`src/rtl/fir_dma_pkg.sv`:
```
// fir_dma_pkg
//   Shared definitions for the fir_stream_dma loader/unloader:
//   - default address/data widths for the shared sample memory
//   - job sequencer state encoding
//   - read-issue credit helper used when draining results into the skid
package fir_dma_pkg;

  localparam int ADDR_W_DEF = 10;
  localparam int DATA_W_DEF = 8;

  // Job sequencer states.
  typedef enum logic [2:0] {
    ST_IDLE   = 3'd0,
    ST_LOAD   = 3'd1,
    ST_START  = 3'd2,
    ST_WAIT   = 3'd3,
    ST_UNLOAD = 3'd4,
    ST_DRAIN  = 3'd5
  } dma_state_e;

  // A memory read may be launched only when every result it could produce
  // still has a guaranteed slot: stored skid entries plus the read already
  // in flight must leave room in the 2-entry skid.
  function automatic logic read_credit_ok(input logic [1:0] occ,
                                          input logic       pend);
    return ({1'b0, occ} + {2'b00, pend}) < 3'd2;
  endfunction

endpackage

```
`src/rtl/fir_dma_skid.sv`:
```
// fir_dma_skid
//   Two-entry fall-through output FIFO between the synchronous memory read
//   port and the m_valid/m_data stream.
//   When empty, a pushed word is presented on the output in the same cycle
//   (so read data reaches the stream with no extra register stage); if it is
//   not popped in that cycle it is stored and stays on the output unchanged.
//
//   Ports:
//     clk, rst     clock, asynchronous active-high reset
//     push         push_data is valid this cycle (read return)
//     push_data    read-return word
//     pop          consumer accepts out_data this cycle (valid && ready)
//     out_valid    a word is available on out_data
//     out_data     head word (zero when nothing is available)
//     occupancy    number of stored words (0..2), excludes a bypassing push
//
//   Handshake: a word is transferred when out_valid && pop. out_valid and
//   out_data never change while out_valid=1 and pop=0. The producer must
//   never push when occupancy==2 (enforced by the caller's read credit).
module fir_dma_skid #(
  parameter int DATA_W = 8
) (
  input  logic              clk,
  input  logic              rst,
  input  logic              push,
  input  logic [DATA_W-1:0] push_data,
  input  logic              pop,
  output logic              out_valid,
  output logic [DATA_W-1:0] out_data,
  output logic [1:0]        occupancy
);

  logic [DATA_W-1:0] entry_q [2];
  logic [DATA_W-1:0] entry_d [2];
  logic              rd_ptr_q, rd_ptr_d;
  logic              wr_ptr_q, wr_ptr_d;
  logic [1:0]        occ_q, occ_d;

  logic              stored;
  logic              bypass;
  logic              do_store;
  logic              do_drop;

  always_comb begin
    entry_d   = entry_q;
    rd_ptr_d  = rd_ptr_q;
    wr_ptr_d  = wr_ptr_q;
    occ_d     = occ_q;

    stored    = (occ_q != 2'd0);
    out_valid = stored || push;
    if (stored) begin
      out_data = entry_q[rd_ptr_q];
    end else if (push) begin
      out_data = push_data;
    end else begin
      out_data = '0;
    end

    // An empty FIFO hands a push straight through when it is consumed at once.
    bypass   = push && pop && !stored;
    do_store = push && !bypass;
    do_drop  = pop && stored;

    if (do_store) begin
      entry_d[wr_ptr_q] = push_data;
      wr_ptr_d          = ~wr_ptr_q;
    end
    if (do_drop) begin
      rd_ptr_d = ~rd_ptr_q;
    end
    occ_d = occ_q + {1'b0, do_store} - {1'b0, do_drop};
  end

  always_ff @(posedge clk or posedge rst) begin
    if (rst) begin
      entry_q[0] <= '0;
      entry_q[1] <= '0;
      rd_ptr_q   <= 1'b0;
      wr_ptr_q   <= 1'b0;
      occ_q      <= 2'd0;
    end else begin
      entry_q[0] <= entry_d[0];
      entry_q[1] <= entry_d[1];
      rd_ptr_q   <= rd_ptr_d;
      wr_ptr_q   <= wr_ptr_d;
      occ_q      <= occ_d;
    end
  end

  assign occupancy = occ_q;

endmodule

```
`src/rtl/fir_stream_dma.sv`:
```
// fir_stream_dma
//   Hardware loader/unloader for fir_top's shared sample memory (port A).
//   A job streams cfg_count samples from s_* into mem[cfg_in_addr + k],
//   pulses fir_start, waits for a fresh fir_done, then reads
//   mem[cfg_out_addr + j] back out on m_*. Samples are moved bit-exact.
//
//   Ports:
//     clk, rst               clock, asynchronous active-high reset
//     go                     start a job (sampled only while idle)
//     cfg_in_addr            base address for loaded samples
//     cfg_out_addr           base address of filter results
//     cfg_count              samples per job (0 is rejected with err)
//     s_valid/s_data/s_ready input sample stream
//     mem_addr/mem_we/mem_wdata/mem_rdata  memory port A, 1-cycle read
//     fir_start              one-cycle start pulse to the filter
//     fir_done               filter done level
//     m_valid/m_data/m_ready output sample stream
//     busy                   job in progress (state is not IDLE)
//     err                    one-cycle pulse on a rejected job
//
//   Handshake (both streams): a beat transfers on a cycle where valid and
//   ready are both high; valid never depends on ready, and a source holding
//   valid keeps its data stable until the beat transfers.
//   All addresses wrap modulo 2^ADDR_W.
module fir_stream_dma
  import fir_dma_pkg::*;
#(
  parameter int ADDR_W = ADDR_W_DEF,
  parameter int DATA_W = DATA_W_DEF
) (
  input  logic              clk,
  input  logic              rst,
  input  logic              go,
  input  logic [ADDR_W-1:0] cfg_in_addr,
  input  logic [ADDR_W-1:0] cfg_out_addr,
  input  logic [ADDR_W-1:0] cfg_count,
  input  logic              s_valid,
  input  logic [DATA_W-1:0] s_data,
  output logic              s_ready,
  output logic [ADDR_W-1:0] mem_addr,
  output logic              mem_we,
  output logic [DATA_W-1:0] mem_wdata,
  input  logic [DATA_W-1:0] mem_rdata,
  output logic              fir_start,
  input  logic              fir_done,
  output logic              m_valid,
  output logic [DATA_W-1:0] m_data,
  input  logic              m_ready,
  output logic              busy,
  output logic              err
);

  dma_state_e        state_q, state_d;
  logic [ADDR_W-1:0] in_base_q, in_base_d;
  logic [ADDR_W-1:0] out_base_q, out_base_d;
  logic [ADDR_W-1:0] count_q, count_d;
  logic [ADDR_W-1:0] k_q, k_d;          // samples loaded so far
  logic [ADDR_W-1:0] j_q, j_d;          // result reads issued so far
  logic              seen_low_q, seen_low_d;
  logic              rd_pend_q, rd_pend_d;
  logic              err_q, err_d;

  logic [ADDR_W-1:0] last_idx;
  logic              load_beat;
  logic              rd_issue;
  logic [1:0]        remaining;

  logic              skid_valid;
  logic [DATA_W-1:0] skid_data;
  logic              skid_pop;
  logic [1:0]        skid_occ;

  assign last_idx  = count_q - ADDR_W'(1);
  assign load_beat = (state_q == ST_LOAD) && s_valid;
  assign rd_issue  = (state_q == ST_UNLOAD) && read_credit_ok(skid_occ, rd_pend_q);
  assign skid_pop  = skid_valid && m_ready;
  // Words still owed to the output stream: stored ones plus a read in flight.
  assign remaining = skid_occ + {1'b0, rd_pend_q};

  always_comb begin
    state_d    = state_q;
    in_base_d  = in_base_q;
    out_base_d = out_base_q;
    count_d    = count_q;
    k_d        = k_q;
    j_d        = j_q;
    seen_low_d = seen_low_q;
    rd_pend_d  = rd_issue;
    err_d      = 1'b0;

    s_ready    = 1'b0;
    mem_addr   = '0;
    mem_we     = 1'b0;
    mem_wdata  = '0;
    fir_start  = 1'b0;

    case (state_q)
      ST_IDLE: begin
        if (go) begin
          if (cfg_count == '0) begin
            err_d = 1'b1;
          end else begin
            in_base_d  = cfg_in_addr;
            out_base_d = cfg_out_addr;
            count_d    = cfg_count;
            k_d        = '0;
            j_d        = '0;
            state_d    = ST_LOAD;
          end
        end
      end

      ST_LOAD: begin
        s_ready   = 1'b1;
        mem_addr  = in_base_q + k_q;
        mem_wdata = s_data;
        mem_we    = load_beat;
        if (load_beat) begin
          k_d = k_q + ADDR_W'(1);
          if (k_q == last_idx) begin
            state_d = ST_START;
          end
        end
      end

      ST_START: begin
        fir_start  = 1'b1;
        // Start tracking done qualification afresh: a level still high from
        // the previous run must be seen dropping before it counts.
        seen_low_d = !fir_done;
        state_d    = ST_WAIT;
      end

      ST_WAIT: begin
        if (fir_done && seen_low_q) begin
          state_d = ST_UNLOAD;
        end else if (!fir_done) begin
          seen_low_d = 1'b1;
        end
      end

      ST_UNLOAD: begin
        mem_addr = out_base_q + j_q;
        if (rd_issue) begin
          j_d = j_q + ADDR_W'(1);
          if (j_q == last_idx) begin
            state_d = ST_DRAIN;
          end
        end
      end

      ST_DRAIN: begin
        // Leave as soon as the final word is accepted (or nothing is owed).
        if ((remaining == 2'd0) || ((remaining == 2'd1) && skid_pop)) begin
          state_d = ST_IDLE;
        end
      end

      default: begin
        state_d = ST_IDLE;
      end
    endcase
  end

  always_ff @(posedge clk or posedge rst) begin
    if (rst) begin
      state_q    <= ST_IDLE;
      in_base_q  <= '0;
      out_base_q <= '0;
      count_q    <= '0;
      k_q        <= '0;
      j_q        <= '0;
      seen_low_q <= 1'b0;
      rd_pend_q  <= 1'b0;
      err_q      <= 1'b0;
    end else begin
      state_q    <= state_d;
      in_base_q  <= in_base_d;
      out_base_q <= out_base_d;
      count_q    <= count_d;
      k_q        <= k_d;
      j_q        <= j_d;
      seen_low_q <= seen_low_d;
      rd_pend_q  <= rd_pend_d;
      err_q      <= err_d;
    end
  end

  // Read data returns one cycle after issue; rd_pend_q marks that cycle.
  fir_dma_skid #(
    .DATA_W (DATA_W)
  ) u_skid (
    .clk       (clk),
    .rst       (rst),
    .push      (rd_pend_q),
    .push_data (mem_rdata),
    .pop       (skid_pop),
    .out_valid (skid_valid),
    .out_data  (skid_data),
    .occupancy (skid_occ)
  );

  assign m_valid = skid_valid;
  assign m_data  = skid_data;
  assign busy    = (state_q != ST_IDLE);
  assign err     = err_q;

endmodule

```
`config.mk`:
```
export PLATFORM = sky130hd
export DESIGN_NAME = fir_stream_dma
export DESIGN_NICKNAME = d
export VERILOG_FILES = /design/src/rtl/fir_dma_pkg.sv /design/src/rtl/fir_dma_skid.sv /design/src/rtl/fir_stream_dma.sv
export SDC_FILE = /design/constraint.sdc
export NUM_CORES = 1
export LEC_CHECK = 0
export ABC_AREA = 1
export BUFFER_PORTS_ARGS = -buffer_cell sky130_fd_sc_hd__buf_2
export CORE_AREA = 4 4 83 144
export CTS_CLUSTER_DIAMETER = 120
export DETAILED_ROUTE_END_ITERATION = 8
export DIE_AREA = 0 0 87 148
export PLACE_DENSITY_LB_ADDON = 0.1
export SETUP_SLACK_MARGIN = 0.1
export SYNTH_ARGS = -nofsm -noshare
export SYNTH_HDL_FRONTEND = slang
export SYNTH_SLANG_ARGS = --single-unit
```
`constraint.sdc`:
```
create_clock -name clk -period 5 [get_ports clk]
set_input_delay 0.75 -clock clk [delete_from_list [all_inputs] [get_ports clk]]
set_output_delay 0.75 -clock clk [all_outputs]
set_load 0.01 [all_outputs]
```
==> run summary <==
Status: completed
Clk_skew: 0.00473 ns
Clock power share: 0.183
Number of unique standard cell types used by synthesis: 49
FF-to-FF path depth: 7
Post-synth EDFFs: 0
Cell taking the most area after synthesis: dfrtp_1
Fin util: 0.573
Reg2reg start: state_q[2]
Syn Area/Cell: 7.45 µm²
Relative slew slack: 0.328
Site row count: 50
DR pass1 iterations: 5
Hold wc startpoint: u_skid.entry_q[10]
Worst-path clk slew: 0.06 ns
# DRC: 0
Switch Pwr: 1.76 mW
Synth Register Bits: 76
Seq/Total Area, Yosys: 0.357
CTS tree: done
CP Cell Sequence: ha_1 > inv_1 > fa_1 > inv_1 > nand2_1 > a21oi_1 > or2_2 > nand2_1 > nand2_1 > a21oi_1 > xor2_1 > o21ai_0 > buf_2
Slew @ Worst Pin: 1.01 ns
Seq pwr share: 0.285
Hold endpoint: u_skid.entry_q[10]
Overall die height: 148 µm
Root Buffer: clkbuf_16
Hold Path Class: flip-flop to flip-flop
# hold bufs at CTS: 0
Worst setup margin: 1.69 ns
Share of async-settable or async-resettable flops after synthesis: 1.00
Vias after detailed routing: 4993
Num ports: 84
Deepest clock path buffer count: 2
Fraction of layout cells with a size suffix above 1: 0.191
Max-cap viol count: 0
# diodes: 0
Area of the core: 10700 µm²
Crit path required time: 4.25 ns
Largest net degree at the start of global routing: 48
Worst skew pair latency: 0.34 ns
Number of port buffers: 83
Reg2reg end: k_q[8]
Layout Nets: 874
Peak supply drop: 0.361 mV
RSZ-0062 raised after global routing: no
CP max stage delay: 0.48 ns
Worst hold stages: 2
Tmin final: 3.31 ns
GRT Resource Usage Total: 0.234
Synthesized area: 5320 µm²
Crit. Startpoint: k_q[0]
Fin Setup TNS: 0 ns
Starting DRC count in detailed routing: 325
Antenna violations before repair: 0
Placement Setup Slack: 2.03 ns
CTS sink count: 76
Sw Share: 0.467
Post-CTS setup buffer count: 0
Total grt overflow: 0
Detailed Route WL: 14600 µm
PD cells: 614 nW/µm²
Final hold slack: 0.487 ns
Endpoint class of the critical path: primary output
Top-count cell post-synth: nand2_1
Cell internal pwr: 2.01 mW
WL/cell: 15.7 µm
Post_cts resized: 0
Static leakage: 3.23 nW
RD Place Congestion: 0.945
Net count after synthesis: 793
Power share of the combinational group: 0.531
Vias in the first global route: 4967
Top cells by area, synth: dfrtp_1 (36%), nand2_1 (14%), inv_1 (6.1%), ha_1 (5.9%), nand3_1 (5.1%)
Final worst path period share: 0.662
Slew Limit Fails: 0
First-pass GRT wire length: 23400 µm
CP dominant cell by count: nand2_1
Critical setup path kind: flip-flop to primary output
Startpoint Class: flip-flop
DIE WIDTH: 87 µm
Antenna viol nets, final: 0
# setup viols final: 0
Gate Count Post-Synth: 714
Fin. Hold Viols: 0
Reg-to-reg setup timing slack: 2.49 ns
Share of the synthesized area in the top cell type: 0.357
Top FF cell, synth: dfrtp_1
Crit path DAT: 2.56 ns
Number of vias per cell: 5.37
Initial Utilization: 0.498
Area delta synth->final: 15.2%
H-Tree Depth: 3
Crit-path slowest cell: dfrtp_1
Number of buffers created by CTS: 9
Post-DP HPWL: 11400 µm
Syn. warnings: 0
Top cells by count, synth: nand2_1 (197), inv_1 (86), dfrtp_1 (76)
Die area: 12900 µm²
Crit-path max FO: 8
Max Freq: 302 MHz
worst max-delay path: cells and delay by family (launching register included):
| kind | cells | cell delay [ns] |
|---|---|---|
| AO/OA/AOI/OAI | 3 | 0.30 |
| XOR/XNOR | 1 | 0.14 |
| adder cells (fa/ha/maj) | 2 | 0.68 |
| buffers and inverters | 3 | 0.32 |
| flip-flops | 1 | 0.48 |
| AND/OR/NAND/NOR | 4 | 0.29 |
cell type report:
| cell class | count | area (µm²) |
|---|---|---|
| Clock inverter | 4 | 73.8 |
| Sequential cell | 76 | 1900 |
| Multi-Input combinational cell | 523 | 2950 |
| Inverter | 101 | 387 |
| Tap cell | 130 | 163 |
| Clock buffer | 12 | 236 |
| Timing Repair Buffer | 84 | 423 |
| Fill cell | 1044 | 4560 |
metrics by stage:
step	cells	cell area (µm²)	total power [mW]
final	930	6130	3.77
after global routing	930	6130	4.09
after CTS	930	6130	3.79
after detailed placement	914	5820	3.08
after global placement	914	5820	3.04
after floorplan	714	5320	2.53
layout by cell type, fill, tap and decap left out, types with 6 or more instances in the layout:
master,synthesis,routed
a21oi_1,26,26
buf_2,8,83
clkbuf_16,0,9
dfrtp_1,76,76
ha_1,25,25
inv_1,86,85
inv_2,12,13
nand2_1,197,197
nand2_2,6,6
nand3_1,54,54
nand4_1,10,10
nor2_1,55,55
nor3_1,6,6
o21ai_0,32,32
o21ai_1,23,23
o22ai_1,13,13
xor2_1,17,17
sequential cells by signal (all words and copies together), names as in the netlist:
| signal | cells |
|---|---|
| out_base_q | 10 |
| count_q | 10 |
| u_skid.entry_q | 16 |
| u_skid.wr_ptr_q | 1 |
| k_q | 10 |
| in_base_q | 10 |
| u_skid.rd_ptr_q | 1 |
| seen_low_q | 1 |
| u_skid.occupancy | 2 |
| rd_pend_q | 1 |
| j_q | 10 |
| state_q | 3 |
| err | 1 |
cells by family (layout without fill, tap and decap cells):
group                      after synthesis  in the layout  synth area share
and+or+nand+nor                        358            358             0.314
xor gates and xnor gates                21             21            0.0397
AOI/OAI and AO/OA                      116            116             0.132
adders and majority gates               27             27            0.0663
DFF                                     76             76             0.357
buffers and inverters                  115            201            0.0886
muxes                                    1              1           0.00282
worst max-delay path by stage:
stage | endpoint | slack [ns]
3_3_place_gp | mem_addr[4] | 2.09
6_report | mem_addr[6] | 1.69
5_1_grt | mem_addr[6] | 1.45
3_5_place_dp | mem_addr[4] | 2.03
4_1_cts | mem_addr[4] | 1.67
2_1_floorplan | mem_addr[6] | 2.24
power groups by stage:
stage | Sequential [mW] | Clock (mW) | Combinational (mW)
floorplan | 1.01 | 0 | 1.52
global placement | 1.08 | 0 | 1.96
detailed placement | 1.08 | 0 | 2.00
CTS | 1.07 | 0.704 | 2.01
global route | 1.10 | 0.722 | 2.26
finish | 1.07 | 0.690 | 2.00
routing by layer:
layer	global-route usage	vias up	part of all wire
li1	-	2496	-
met1	0.236	2266	0.36
met2	0.442	188	0.54
met3	0.0374	43	0.058
met4	0.120	0	0.044
met5	0	-	0
Power figures use the tool's default switching activity.
